File: src/rtl/nn_stream_pkg.sv
// Shared constants, types and coefficient tables for the dense16 inference core.
// Coefficients are test defaults (identity weights, ramp bias); trained values replace them.
package nn_stream_pkg;
  localparam int N_IN  = 8;
  localparam int N_OUT = 16;
  localparam int DW    = 16;
  localparam int FRAC  = 10;
  localparam int ACC_W = 36;
  localparam int CNT_W = $clog2(N_IN);

  typedef logic signed [DW-1:0] fixed16_t;
  typedef logic [N_IN-1:0][N_OUT-1:0][DW-1:0] w_arr_t;
  typedef logic [N_OUT-1:0][DW-1:0] b_arr_t;

  typedef enum logic [1:0] {S_IDLE, S_LOAD, S_FINAL, S_OUT} state_t;

  function automatic w_arr_t gen_w();
    w_arr_t w;
    for (int i = 0; i < N_IN; i++)
      for (int k = 0; k < N_OUT; k++)
        w[i][k] = (i == k) ? DW'(1024) : '0;
    return w;
  endfunction

  function automatic b_arr_t gen_b();
    b_arr_t b;
    for (int k = 0; k < N_OUT; k++) b[k] = DW'(256 * k);
    return b;
  endfunction

  localparam w_arr_t W = gen_w();
  localparam b_arr_t B = gen_b();
endpackage

File: src/rtl/nn_stream_dense16_lane.sv
// One output neuron: MAC into a Q16.20 accumulator, then bias, truncate/wrap to Q6.10 and ReLU.
// Holds its own output beat until that channel's handshake completes.
module nn_mac_lane import nn_stream_pkg::*; (
  input  logic     ap_clk,
  input  logic     ap_rst_n,
  input  logic     i_clr,
  input  logic     i_mac,
  input  logic     i_final,
  input  fixed16_t i_x,
  input  fixed16_t i_w,
  input  fixed16_t i_b,
  input  logic     i_tready,
  output fixed16_t o_tdata,
  output logic     o_tvalid
);
  logic signed [ACC_W-1:0] r_acc;
  logic signed [31:0]      w_prod;
  logic signed [ACC_W-1:0] w_sum;
  fixed16_t                w_trunc;
  fixed16_t                w_y;

  assign w_prod  = 32'(i_x) * 32'(i_w);
  // Bias is Q6.10; align to the accumulator's 20 fractional bits.
  assign w_sum   = r_acc + {{(ACC_W-DW-FRAC){i_b[DW-1]}}, i_b, {FRAC{1'b0}}};
  assign w_trunc = w_sum[DW+FRAC-1:FRAC];
  assign w_y     = w_trunc[DW-1] ? '0 : w_trunc;

  always_ff @(posedge ap_clk or negedge ap_rst_n) begin
    if (!ap_rst_n) begin
      r_acc    <= '0;
      o_tdata  <= '0;
      o_tvalid <= 1'b0;
    end else begin
      if (i_clr)      r_acc <= '0;
      else if (i_mac) r_acc <= r_acc + ACC_W'(w_prod);
      if (i_final) begin
        o_tdata  <= w_y;
        o_tvalid <= 1'b1;
      end else if (o_tvalid && i_tready) begin
        o_tvalid <= 1'b0;
      end
    end
  end
endmodule

File: src/rtl/nn_stream_dense16.sv
// Streaming dense N_IN->16 layer with bias and ReLU behind ap_ctrl_hs control.
// One run at a time: IDLE -> LOAD (N_IN beats) -> FINAL -> OUT (16 independent channels).
module nn_stream_dense16 import nn_stream_pkg::*; (
  input  logic          ap_clk,
  input  logic          ap_rst_n,
  input  logic          ap_start,
  output logic          ap_done,
  output logic          ap_idle,
  output logic          ap_ready,
  input  logic [DW-1:0] input_1_V_data_0_V_TDATA,
  input  logic          input_1_V_data_0_V_TVALID,
  output logic          input_1_V_data_0_V_TREADY,
  output logic [DW-1:0] layer6_out_V_data_0_V_TDATA,  output logic layer6_out_V_data_0_V_TVALID,  input logic layer6_out_V_data_0_V_TREADY,
  output logic [DW-1:0] layer6_out_V_data_1_V_TDATA,  output logic layer6_out_V_data_1_V_TVALID,  input logic layer6_out_V_data_1_V_TREADY,
  output logic [DW-1:0] layer6_out_V_data_2_V_TDATA,  output logic layer6_out_V_data_2_V_TVALID,  input logic layer6_out_V_data_2_V_TREADY,
  output logic [DW-1:0] layer6_out_V_data_3_V_TDATA,  output logic layer6_out_V_data_3_V_TVALID,  input logic layer6_out_V_data_3_V_TREADY,
  output logic [DW-1:0] layer6_out_V_data_4_V_TDATA,  output logic layer6_out_V_data_4_V_TVALID,  input logic layer6_out_V_data_4_V_TREADY,
  output logic [DW-1:0] layer6_out_V_data_5_V_TDATA,  output logic layer6_out_V_data_5_V_TVALID,  input logic layer6_out_V_data_5_V_TREADY,
  output logic [DW-1:0] layer6_out_V_data_6_V_TDATA,  output logic layer6_out_V_data_6_V_TVALID,  input logic layer6_out_V_data_6_V_TREADY,
  output logic [DW-1:0] layer6_out_V_data_7_V_TDATA,  output logic layer6_out_V_data_7_V_TVALID,  input logic layer6_out_V_data_7_V_TREADY,
  output logic [DW-1:0] layer6_out_V_data_8_V_TDATA,  output logic layer6_out_V_data_8_V_TVALID,  input logic layer6_out_V_data_8_V_TREADY,
  output logic [DW-1:0] layer6_out_V_data_9_V_TDATA,  output logic layer6_out_V_data_9_V_TVALID,  input logic layer6_out_V_data_9_V_TREADY,
  output logic [DW-1:0] layer6_out_V_data_10_V_TDATA, output logic layer6_out_V_data_10_V_TVALID, input logic layer6_out_V_data_10_V_TREADY,
  output logic [DW-1:0] layer6_out_V_data_11_V_TDATA, output logic layer6_out_V_data_11_V_TVALID, input logic layer6_out_V_data_11_V_TREADY,
  output logic [DW-1:0] layer6_out_V_data_12_V_TDATA, output logic layer6_out_V_data_12_V_TVALID, input logic layer6_out_V_data_12_V_TREADY,
  output logic [DW-1:0] layer6_out_V_data_13_V_TDATA, output logic layer6_out_V_data_13_V_TVALID, input logic layer6_out_V_data_13_V_TREADY,
  output logic [DW-1:0] layer6_out_V_data_14_V_TDATA, output logic layer6_out_V_data_14_V_TVALID, input logic layer6_out_V_data_14_V_TREADY,
  output logic [DW-1:0] layer6_out_V_data_15_V_TDATA, output logic layer6_out_V_data_15_V_TVALID, input logic layer6_out_V_data_15_V_TREADY,
  output logic [15:0]   const_size_in_1,
  output logic          const_size_in_1_ap_vld,
  output logic [15:0]   const_size_out_1,
  output logic          const_size_out_1_ap_vld
);
  state_t             r_state, w_nxt;
  logic [CNT_W-1:0]   r_cnt;
  logic               r_ready, r_done, r_size_vld;
  logic               w_clr, w_mac, w_final, w_last_beat, w_done;
  fixed16_t           w_tdata  [N_OUT];
  logic [N_OUT-1:0]   w_tvalid, w_tready, w_ch_fin;

  assign w_tready = {layer6_out_V_data_15_V_TREADY, layer6_out_V_data_14_V_TREADY,
                     layer6_out_V_data_13_V_TREADY, layer6_out_V_data_12_V_TREADY,
                     layer6_out_V_data_11_V_TREADY, layer6_out_V_data_10_V_TREADY,
                     layer6_out_V_data_9_V_TREADY,  layer6_out_V_data_8_V_TREADY,
                     layer6_out_V_data_7_V_TREADY,  layer6_out_V_data_6_V_TREADY,
                     layer6_out_V_data_5_V_TREADY,  layer6_out_V_data_4_V_TREADY,
                     layer6_out_V_data_3_V_TREADY,  layer6_out_V_data_2_V_TREADY,
                     layer6_out_V_data_1_V_TREADY,  layer6_out_V_data_0_V_TREADY};
  // A channel is finished once its beat is gone or leaves this cycle.
  assign w_ch_fin = ~w_tvalid | w_tready;

  assign input_1_V_data_0_V_TREADY = (r_state == S_LOAD);
  assign ap_idle                   = (r_state == S_IDLE);
  assign ap_ready                  = r_ready;
  assign ap_done                   = r_done;
  assign const_size_in_1           = 16'(N_IN);
  assign const_size_out_1          = 16'(N_OUT);
  assign const_size_in_1_ap_vld    = r_size_vld;
  assign const_size_out_1_ap_vld   = r_size_vld;

  always_comb begin
    w_nxt       = r_state;
    w_clr       = 1'b0;
    w_mac       = 1'b0;
    w_final     = 1'b0;
    w_last_beat = 1'b0;
    w_done      = 1'b0;
    case (r_state)
      S_IDLE: if (ap_start) begin
        w_nxt = S_LOAD;
        w_clr = 1'b1;
      end
      S_LOAD: if (input_1_V_data_0_V_TVALID) begin
        w_mac = 1'b1;
        if (r_cnt == CNT_W'(N_IN-1)) begin
          w_last_beat = 1'b1;
          w_nxt       = S_FINAL;
        end
      end
      S_FINAL: begin
        w_final = 1'b1;
        w_nxt   = S_OUT;
      end
      S_OUT: if (&w_ch_fin) begin
        w_done = 1'b1;
        w_nxt  = S_IDLE;
      end
      default: w_nxt = S_IDLE;
    endcase
  end

  always_ff @(posedge ap_clk or negedge ap_rst_n) begin
    if (!ap_rst_n) begin
      r_state    <= S_IDLE;
      r_cnt      <= '0;
      r_ready    <= 1'b0;
      r_done     <= 1'b0;
      r_size_vld <= 1'b0;
    end else begin
      r_state    <= w_nxt;
      r_ready    <= w_last_beat;
      r_done     <= w_done;
      r_size_vld <= w_clr;
      if (w_clr)      r_cnt <= '0;
      else if (w_mac) r_cnt <= r_cnt + 1'b1;
    end
  end

  for (genvar g = 0; g < N_OUT; g++) begin : g_lane
    nn_mac_lane u_lane (
      .ap_clk   (ap_clk),
      .ap_rst_n (ap_rst_n),
      .i_clr    (w_clr),
      .i_mac    (w_mac),
      .i_final  (w_final),
      .i_x      (input_1_V_data_0_V_TDATA),
      .i_w      (W[r_cnt][g]),
      .i_b      (B[g]),
      .i_tready (w_tready[g]),
      .o_tdata  (w_tdata[g]),
      .o_tvalid (w_tvalid[g])
    );
  end

  assign layer6_out_V_data_0_V_TDATA  = w_tdata[0];  assign layer6_out_V_data_0_V_TVALID  = w_tvalid[0];
  assign layer6_out_V_data_1_V_TDATA  = w_tdata[1];  assign layer6_out_V_data_1_V_TVALID  = w_tvalid[1];
  assign layer6_out_V_data_2_V_TDATA  = w_tdata[2];  assign layer6_out_V_data_2_V_TVALID  = w_tvalid[2];
  assign layer6_out_V_data_3_V_TDATA  = w_tdata[3];  assign layer6_out_V_data_3_V_TVALID  = w_tvalid[3];
  assign layer6_out_V_data_4_V_TDATA  = w_tdata[4];  assign layer6_out_V_data_4_V_TVALID  = w_tvalid[4];
  assign layer6_out_V_data_5_V_TDATA  = w_tdata[5];  assign layer6_out_V_data_5_V_TVALID  = w_tvalid[5];
  assign layer6_out_V_data_6_V_TDATA  = w_tdata[6];  assign layer6_out_V_data_6_V_TVALID  = w_tvalid[6];
  assign layer6_out_V_data_7_V_TDATA  = w_tdata[7];  assign layer6_out_V_data_7_V_TVALID  = w_tvalid[7];
  assign layer6_out_V_data_8_V_TDATA  = w_tdata[8];  assign layer6_out_V_data_8_V_TVALID  = w_tvalid[8];
  assign layer6_out_V_data_9_V_TDATA  = w_tdata[9];  assign layer6_out_V_data_9_V_TVALID  = w_tvalid[9];
  assign layer6_out_V_data_10_V_TDATA = w_tdata[10]; assign layer6_out_V_data_10_V_TVALID = w_tvalid[10];
  assign layer6_out_V_data_11_V_TDATA = w_tdata[11]; assign layer6_out_V_data_11_V_TVALID = w_tvalid[11];
  assign layer6_out_V_data_12_V_TDATA = w_tdata[12]; assign layer6_out_V_data_12_V_TVALID = w_tvalid[12];
  assign layer6_out_V_data_13_V_TDATA = w_tdata[13]; assign layer6_out_V_data_13_V_TVALID = w_tvalid[13];
  assign layer6_out_V_data_14_V_TDATA = w_tdata[14]; assign layer6_out_V_data_14_V_TVALID = w_tvalid[14];
  assign layer6_out_V_data_15_V_TDATA = w_tdata[15]; assign layer6_out_V_data_15_V_TVALID = w_tvalid[15];
endmodule

File: config.mk
export PLATFORM = sky130hd
export DESIGN_NAME = nn_stream_dense16
export DESIGN_NICKNAME = d
export VERILOG_FILES = /design/src/rtl/nn_stream_pkg.sv /design/src/rtl/nn_stream_dense16_lane.sv /design/src/rtl/nn_stream_dense16.sv
export SDC_FILE = /design/constraint.sdc
export NUM_CORES = 1
export LEC_CHECK = 0
export BUFFER_PORTS_ARGS = -buffer_cell sky130_fd_sc_hd__clkbuf_2
export CAP_MARGIN = 5
export CORE_UTILIZATION = 56
export CTS_CLUSTER_DIAMETER = 200
export DETAILED_ROUTE_END_ITERATION = 8
export PLACE_DENSITY = 0.79
export SLEW_MARGIN = 5
export SYNTH_ARGS = -nofsm -noshare
export SYNTH_HDL_FRONTEND = slang
export SYNTH_SLANG_ARGS = --single-unit
File: constraint.sdc
create_clock -name ap_clk -period 10 [get_ports ap_clk]
set_clock_uncertainty 0.1 [all_clocks]
set_input_delay 1 -clock ap_clk [delete_from_list [all_inputs] [get_ports ap_clk]]
set_output_delay 1 -clock ap_clk [all_outputs]
set_load 0.02 [all_outputs]
==> results of run 1 <==
==> worst paths after layout <==
kind                                             from                      endpoint  depth (start not counted)
max                                          r_cnt[0]    g_lane[0].u_lane.r_acc[24]                         15
min                                          ap_rst_n  g_lane[3].u_lane.o_tdata[10]                          1
max reg2reg                                  r_cnt[0]    g_lane[0].u_lane.r_acc[24]                         15
min reg2reg                g_lane[12].u_lane.o_tvalid    g_lane[12].u_lane.o_tvalid                          2
max in group asynchronous                    ap_rst_n    g_lane[5].u_lane.r_acc[14]                          2
min in group ap_clk        g_lane[12].u_lane.o_tvalid    g_lane[12].u_lane.o_tvalid                          2
==> flip-flops by register name, summed over array words and instances, names as in the netlist <==
name,flops
g_lane.u_lane.r_acc,128
g_lane.u_lane.o_tdata,121
ap_done,1
const_size_in_1_ap_vld,1
r_cnt,3
g_lane.u_lane.o_tvalid,16
r_state,2
ap_ready,1
==> cells in the mapped netlist, drive strengths merged, types with 4 or more instances <==
library cell / count / area, um2
ha: 353 / 4420
nand2: 278 / 1040
dfrtp: 273 / 6830
buf: 180 / 1310
o21ai: 160 / 801
inv: 154 / 578
a21oi: 148 / 744
nor2: 92 / 345
and2: 85 / 532
xnor2: 81 / 709
clkbuf: 71 / 267
and3: 55 / 344
nand2b: 49 / 307
xor2: 43 / 377
o22ai: 38 / 238
a21o: 37 / 279
a211oi: 35 / 263
nand3: 30 / 150
nor3: 27 / 135
nand3b: 17 / 128
o21a: 15 / 114
nand4: 13 / 81.3
nor2b: 12 / 75.1
o21bai: 10 / 75.1
or3: 10 / 62.6
fa: 8 / 160
mux2i: 8 / 80.1
nor4b: 7 / 61.3
o31ai: 5 / 42.5
mux2: 4 / 45.0
o2111ai: 4 / 35.0
o41ai: 4 / 50.1
or2: 4 / 25.0
==> stage by stage <==
step / cell area, um2 / util [%]
2_1_floorplan: 21700 / -
3_3_place_gp: 21800 / 59.2
3_5_place_dp: 21800 / 59.2
4_1_cts: 22900 / 62.2
5_1_grt: 22900 / 62.2
6_report: 22900 / 62.2
==> layer usage <==
metal	track usage, %	vias to the layer above	share of wire [%]
li1	-	8063	-
met4	9.69	0	3.0
met3	3.28	100	6.2
met2	44.6	540	47
met5	0	-	0
met1	35.3	8110	44
==> cell families after synthesis <==
family          count (synthesis)  share of synthesized area [%]
compound gates                493                           14.2
xor+xnor                      124                           5.14
fa+ha+maj                     361                           21.7
buf+inv                       405                           10.2
flops                         273                           32.3
mux                            12                          0.592
other cells                     2                         0.0355
simple gates                  686                           15.8
==> report_power, final <==
part | total, mW | leakage, nW | switching, mW | internal (mW)
Clock | 1.25 | 0.525 | 0.480 | 0.768
Sequential | 1.86 | 3.64 | 0.368 | 1.49
Combinational | 2.76 | 8.25 | 1.74 | 1.02
Total | 5.87 | 12.4 | 2.59 | 3.28
==> area by class of cell <==
class / instances / area share (%)
multi-input combinational: 1824 / 55.4
sequential: 273 / 29.8
timing repair buffer: 206 / 4.69
clock buffer: 39 / 3.64
tap: 504 / 2.75
inverter: 154 / 2.53
clock inverter: 15 / 1.17
==> worst max-delay path, cell delays in order, from the launching register on <==
cell      delay (ns)
dfrtp_1         0.43
inv_1           0.10
ha_1            0.48
nor2b_1         0.75
and2_1          0.23
ha_1            0.23
ha_1            0.29
ha_1            0.24
fa_1            0.43
a21o_1          0.21
a21oi_1         0.22
o21bai_1        0.12
a31o_2          0.27
a21oi_1         0.29
o31ai_1         0.14
a211oi_1        0.22
==> impl_metrics.csv, run 1 <==
group,metric,value,unit
drt,post_drt_wl_per_cell,17.0,um
die,core,36900,um2
clock_tree,cts_resized,0,
clock_tree,cts_setup_buffers,0,
pwr,power_per_cell_area,256,nW/um2
die,ios,346,
drt,final_antenna_net_count,0,
critical_path,path_class,"reg2reg",
logic_synthesis,ys_async_sr_fraction,100,%
finish,finalNetCount,2887,
grt,grt_pass1_wl,82.8,mm
timing,relSlewSlack,32.2,%
drt,drt-vias-per-instance,5.58,
finish,area_growth,8.56,%
clock_tree,cts_sinks,273,
place,port_buffers,197,
run,maxCapViolations,0,
logic_synthesis,synthDistinctLibCells,68,
timing,hold_ws,0.371,ns
pwr,peakVddDrop,0.000158,V
timing,drv_slew,0,
timing,worst-slew-pin-transition,1.01,ns
grt,grt_pass1_vias,16200,
logic_synthesis,synth_area_per_cell,8.97,um2
die,fp-row-count,70,
die,die-area,38500,um2
die,start_util,57.3,%
logic_synthesis,synth_seq_cells,273,
critical_path,arrival,5.24,ns
clock_tree,ctsRootBufferMaster,"clkbuf_16",
timing,post-route-period-util,48.5,%
logic_synthesis,synth_area,21100,um2
finish,seq_area,6830,um2
place,dp_hpwl,36.4,mm
timing,setup_viol,0,
finish,final_cell_mix,"ha_1 (352), nand2_1 (277), dfrtp_1 (273)",
logic_synthesis,synth_edf_count,0,
finish,multi_input_area,12700,um2
clock_tree,clk_latency,0.58,ns
pwr,leakage,12.4,nW
drt,firstDrtPassIters,5,
critical_path,worstPathRequired,10.39,ns
finish,drive_above_1_share,11.3,%
grt,grt_overflow,0,
timing,min_period,4.85,ns
critical_path,r2r_setup_slack,5.15,ns
logic_synthesis,yosysSeqAreaShare,32.3,%
timing,fin_tns_setup,0,ns
critical_path,crit_fanout,17,
critical_path,start_kind,"flop",
clock_tree,cts_made_buffers,31,
timing,max_freq,0.206,GHz
timing,layout_setup_ws,5.15,ns
clock_tree,clkTransAtPathRegs,0.07,ns
place,place.gp.congestion,0.902,
grt,grt_max_degree,156,
hold_path,min_path_type,"in2async",
critical_path,cp-end-kind,"flop",
logic_synthesis,synthCells,2356,
status,status,"complete, no violations",
die,die_x,196,um
finish,num_antenna_cells,0,
pwr,power,5.87,mW
drt,drc_errors,0,
logic_synthesis,yosys_warnings,0,
finish,final_common_cell,"ha_1",
clock_tree,cts_tree,"done",
drt,dr_total_vias,16800,
place,dp_worst_setup_slack,5.26,ns
clock_tree,clockBufferDepth,3,
grt,grt_use_total,26.6,%
timing,rsz0062_at_grt,"false",
finish,stdcell_count,3015,
logic_synthesis,ys.flop_type,"dfrtp_1",
die,fp.dieH,196,um
finish,fillers,3113,
drt,wirelength,51.3,mm
timing,hold_viol,0,
place,place_inst,2961,
drt,dr.first_iter.drc_count,1048,
grt,antenna_found_initial,6,
clock_tree,cts.htree.levels,1,
clock_tree,cts-hold-fix-buffers,0,
Note: power is estimated with default switching activity, not from simulation.
==> run 2: changes to the inputs <==
--- a/config.mk
+++ b/config.mk
@@ -7,7 +7,7 @@
 export LEC_CHECK = 0
 export BUFFER_PORTS_ARGS = -buffer_cell sky130_fd_sc_hd__clkbuf_2
 export CAP_MARGIN = 5
-export CORE_UTILIZATION = 56
+export CORE_UTILIZATION = 53
 export CTS_CLUSTER_DIAMETER = 200
 export DETAILED_ROUTE_END_ITERATION = 8
 export PLACE_DENSITY = 0.79
==> constraint.sdc (replaced) <==
create_clock -name ap_clk -period 4.2 [get_ports ap_clk]
set_clock_uncertainty 0.1 [all_clocks]
set_input_delay 0.42 -clock ap_clk [delete_from_list [all_inputs] [get_ports ap_clk]]
set_output_delay 0.42 -clock ap_clk [all_outputs]
set_load 0.02 [all_outputs]
==> impl_metrics.csv, run 2 (synthesis results as in run 1) <==
group,metric,value,unit
finish,reg_top3,"g_lane.u_lane.r_acc x128, g_lane.u_lane.o_tdata x121, g_lane.u_lane.o_tvalid x16",
place,dp_hpwl,37.5,mm
critical_path,path_common_cell,"ha_1",
die,fp-row-count,72,
pwr,power_per_cell_area,609,nW/um2
critical_path,r2r_start,"r_cnt[0]",
grt,antenna_found_initial,2,
critical_path,crit_chain,"ha_1, ha_1, buf_4, and2_1, ha_1, ha_1, fa_1, a21o_1, a21o_1, a2111oi_4, nor3_1, o31a_1, o31a_1, nor2_1",
critical_path,cpPeakStageDelay,0.48,ns
clock_tree,clk_latency,0.59,ns
die,start_util,54.2,%
drt,firstDrtPassIters,5,
drt,drc_errors,0,
timing,hold_viol,0,
drt,post_drt_wl_per_cell,17.1,um
critical_path,crit_buf_inv,1,
finish,fillers,3366,
clock_tree,cts_setup_buffers,0,
critical_path,arrival,4.40,ns
finish,largest_reg_flops,128,
timing,hold_ws,0.0301,ns
status,status,"complete, no violations",
clock_tree,cts_sinks,273,
timing,worst-slew-pin-transition,0.879,ns
pwr,cell_internal_pwr,7.84,mW
finish,multi_input_area,12800,um2
drt,drt-vias-per-instance,5.54,
finish,finalNetCount,2910,
hold_path,min_path_type,"in2reg",
clock_tree,clockBufferDepth,3,
drt,dr_total_vias,16900,
drt,final_antenna_net_count,0,
timing,drv_slew,0,
clock_tree,ctsRootBufferMaster,"clkbuf_16",
timing,max_freq,0.250,GHz
run,maxCapViolations,0,
grt,grt_pass1_vias,16700,
place,port_buffers,197,
clock_tree,cts_tree,"done",
place,dp_worst_setup_slack,-0.00109,ns
timing,post-route-period-util,95.2,%
finish,final_cell_mix,"ha_1 (351), nand2_1 (277), dfrtp_1 (273)",
finish,top_register,"g_lane.u_lane.r_acc",
die,die_x,202,um
grt,grt_overflow,0,
die,core,39000,um2
pwr,power_switching,6.31,mW
timing,relSlewSlack,41.4,%
die,fp.dieH,202,um
timing,setup_viol,0,
grt,grt_pass1_wl,85.1,mm
pwr,sw_frac_of_total,44.6,%
pwr,peakVddDrop,0.000379,V
pwr,combPwrFrac,48.1,%
finish,final_common_cell,"ha_1",
critical_path,path_class,"reg2reg",
critical_path,critPathSlowestCell,"fa_1",
finish,area_growth,9.97,%
timing,layout_setup_ws,0.202,ns
pwr,power,14.2,mW
hold_path,min_from,"layer6_out_V_data_15_V_TREADY",
critical_path,crit_family,"adder cells",
timing,min_period,4.00,ns
drt,dr.first_iter.drc_count,1009,
clock_tree,cts.htree.levels,1,
finish,drive_above_1_share,12.5,%
critical_path,crit_path_start,"r_cnt[0]",
finish,seq_area,6830,um2
die,ios,346,
drt,wirelength,52.3,mm
critical_path,worstPathRequired,4.60,ns
clock_tree,cts_made_buffers,31,
critical_path,start_kind,"flop",
grt,grt_use_total,25.7,%
critical_path,crit_fanout,13,
die,die-area,40700,um2
pwr,pwr-share-seq,31.2,%
grt,grt_max_degree,103,
clock_tree,clkTransAtPathRegs,0.06,ns
pwr,leakage,12.6,nW
critical_path,cp-end-kind,"flop",
place,place.gp.congestion,0.893,
pwr,p_clk_share,20.7,%
run 2: cell count changes in the layout (fill, tap and decap cells not counted), sizes merged, moves of 3 or more:
cell         previous run  this run
diode                   0         4
clkinvlp                4         7
dlygate4sd3             0         5
bufinv                  7         4
buf                    10        28
run 2: power by group through the flow:
stage | Clock [mW] | Combinational, mW | Sequential (mW)
CTS | 2.97 | 6.80 | 4.41
global placement | 0 | 6.45 | 4.40
global route | 3.07 | 7.62 | 4.54
finish | 2.93 | 6.81 | 4.42
detailed placement | 0 | 6.73 | 4.44
floorplan | 0 | 4.40 | 4.75
run 2: layout make-up:
type,count,share of cell area [%]
repair buffers,229,5.54
clock buffers,41,3.84
flip-flops and latches,273,29.4
multi-input cells,1824,55.0
inverters,154,2.49
diodes,4,0.0431
clock inverters,17,0.921
well taps,518,2.79
run 2: metrics by stage:
stage,area [um2],TNS [ns],util (%),cells
detailed placement,22000,-0.00109,56.4,2993
floorplan,21700,0,-,2502
finish,23200,0,59.6,3060
global route,23200,-0.00584,59.5,3056
global placement,22000,0,56.4,2993
CTS,23200,0,59.4,3056
run 2: path summary, 6_finish.rpt:
check	end	slack (ns)	cells after the start
hold / removal	g_lane[15].u_lane.o_tvalid	0.03	3
hold reg to reg	g_lane[9].u_lane.o_tvalid	0.42	2
setup / recovery	g_lane[3].u_lane.r_acc[24]	0.20	14
setup reg to reg	g_lane[3].u_lane.r_acc[24]	0.20	14
max in group asynchronous	g_lane[6].u_lane.o_tdata[4]	2.67	3
min in group asynchronous	g_lane[11].u_lane.o_tdata[11]	0.33	2
run 2: timing repair:
item,4_1_cts,5_1_grt
gates resized for setup,1,10
pin swaps,0,1
setup endpoints to repair,1,17
hold buffers,5,0
hold endpoints to repair,104,0
run 2: worst register-to-register path, delay by kind of cell, from the launching register on:
kind                     cells  cell delay [ns]
flip-flops                   1             0.43
AND/OR/NAND/NOR              3             0.36
buffers and inverters        1             0.18
AO/OA/AOI/OAI                5             1.29
adder cells (fa/ha/maj)      5             1.57
run 2: layer usage:
layer,up-vias,part of all wire (%),global-route usage [%]
li1,8124,-,-
met5,-,0,0
met1,8128,44,33.7
met3,120,5.4,3.22
met2,573,47,43.2
met4,0,3.7,9.60
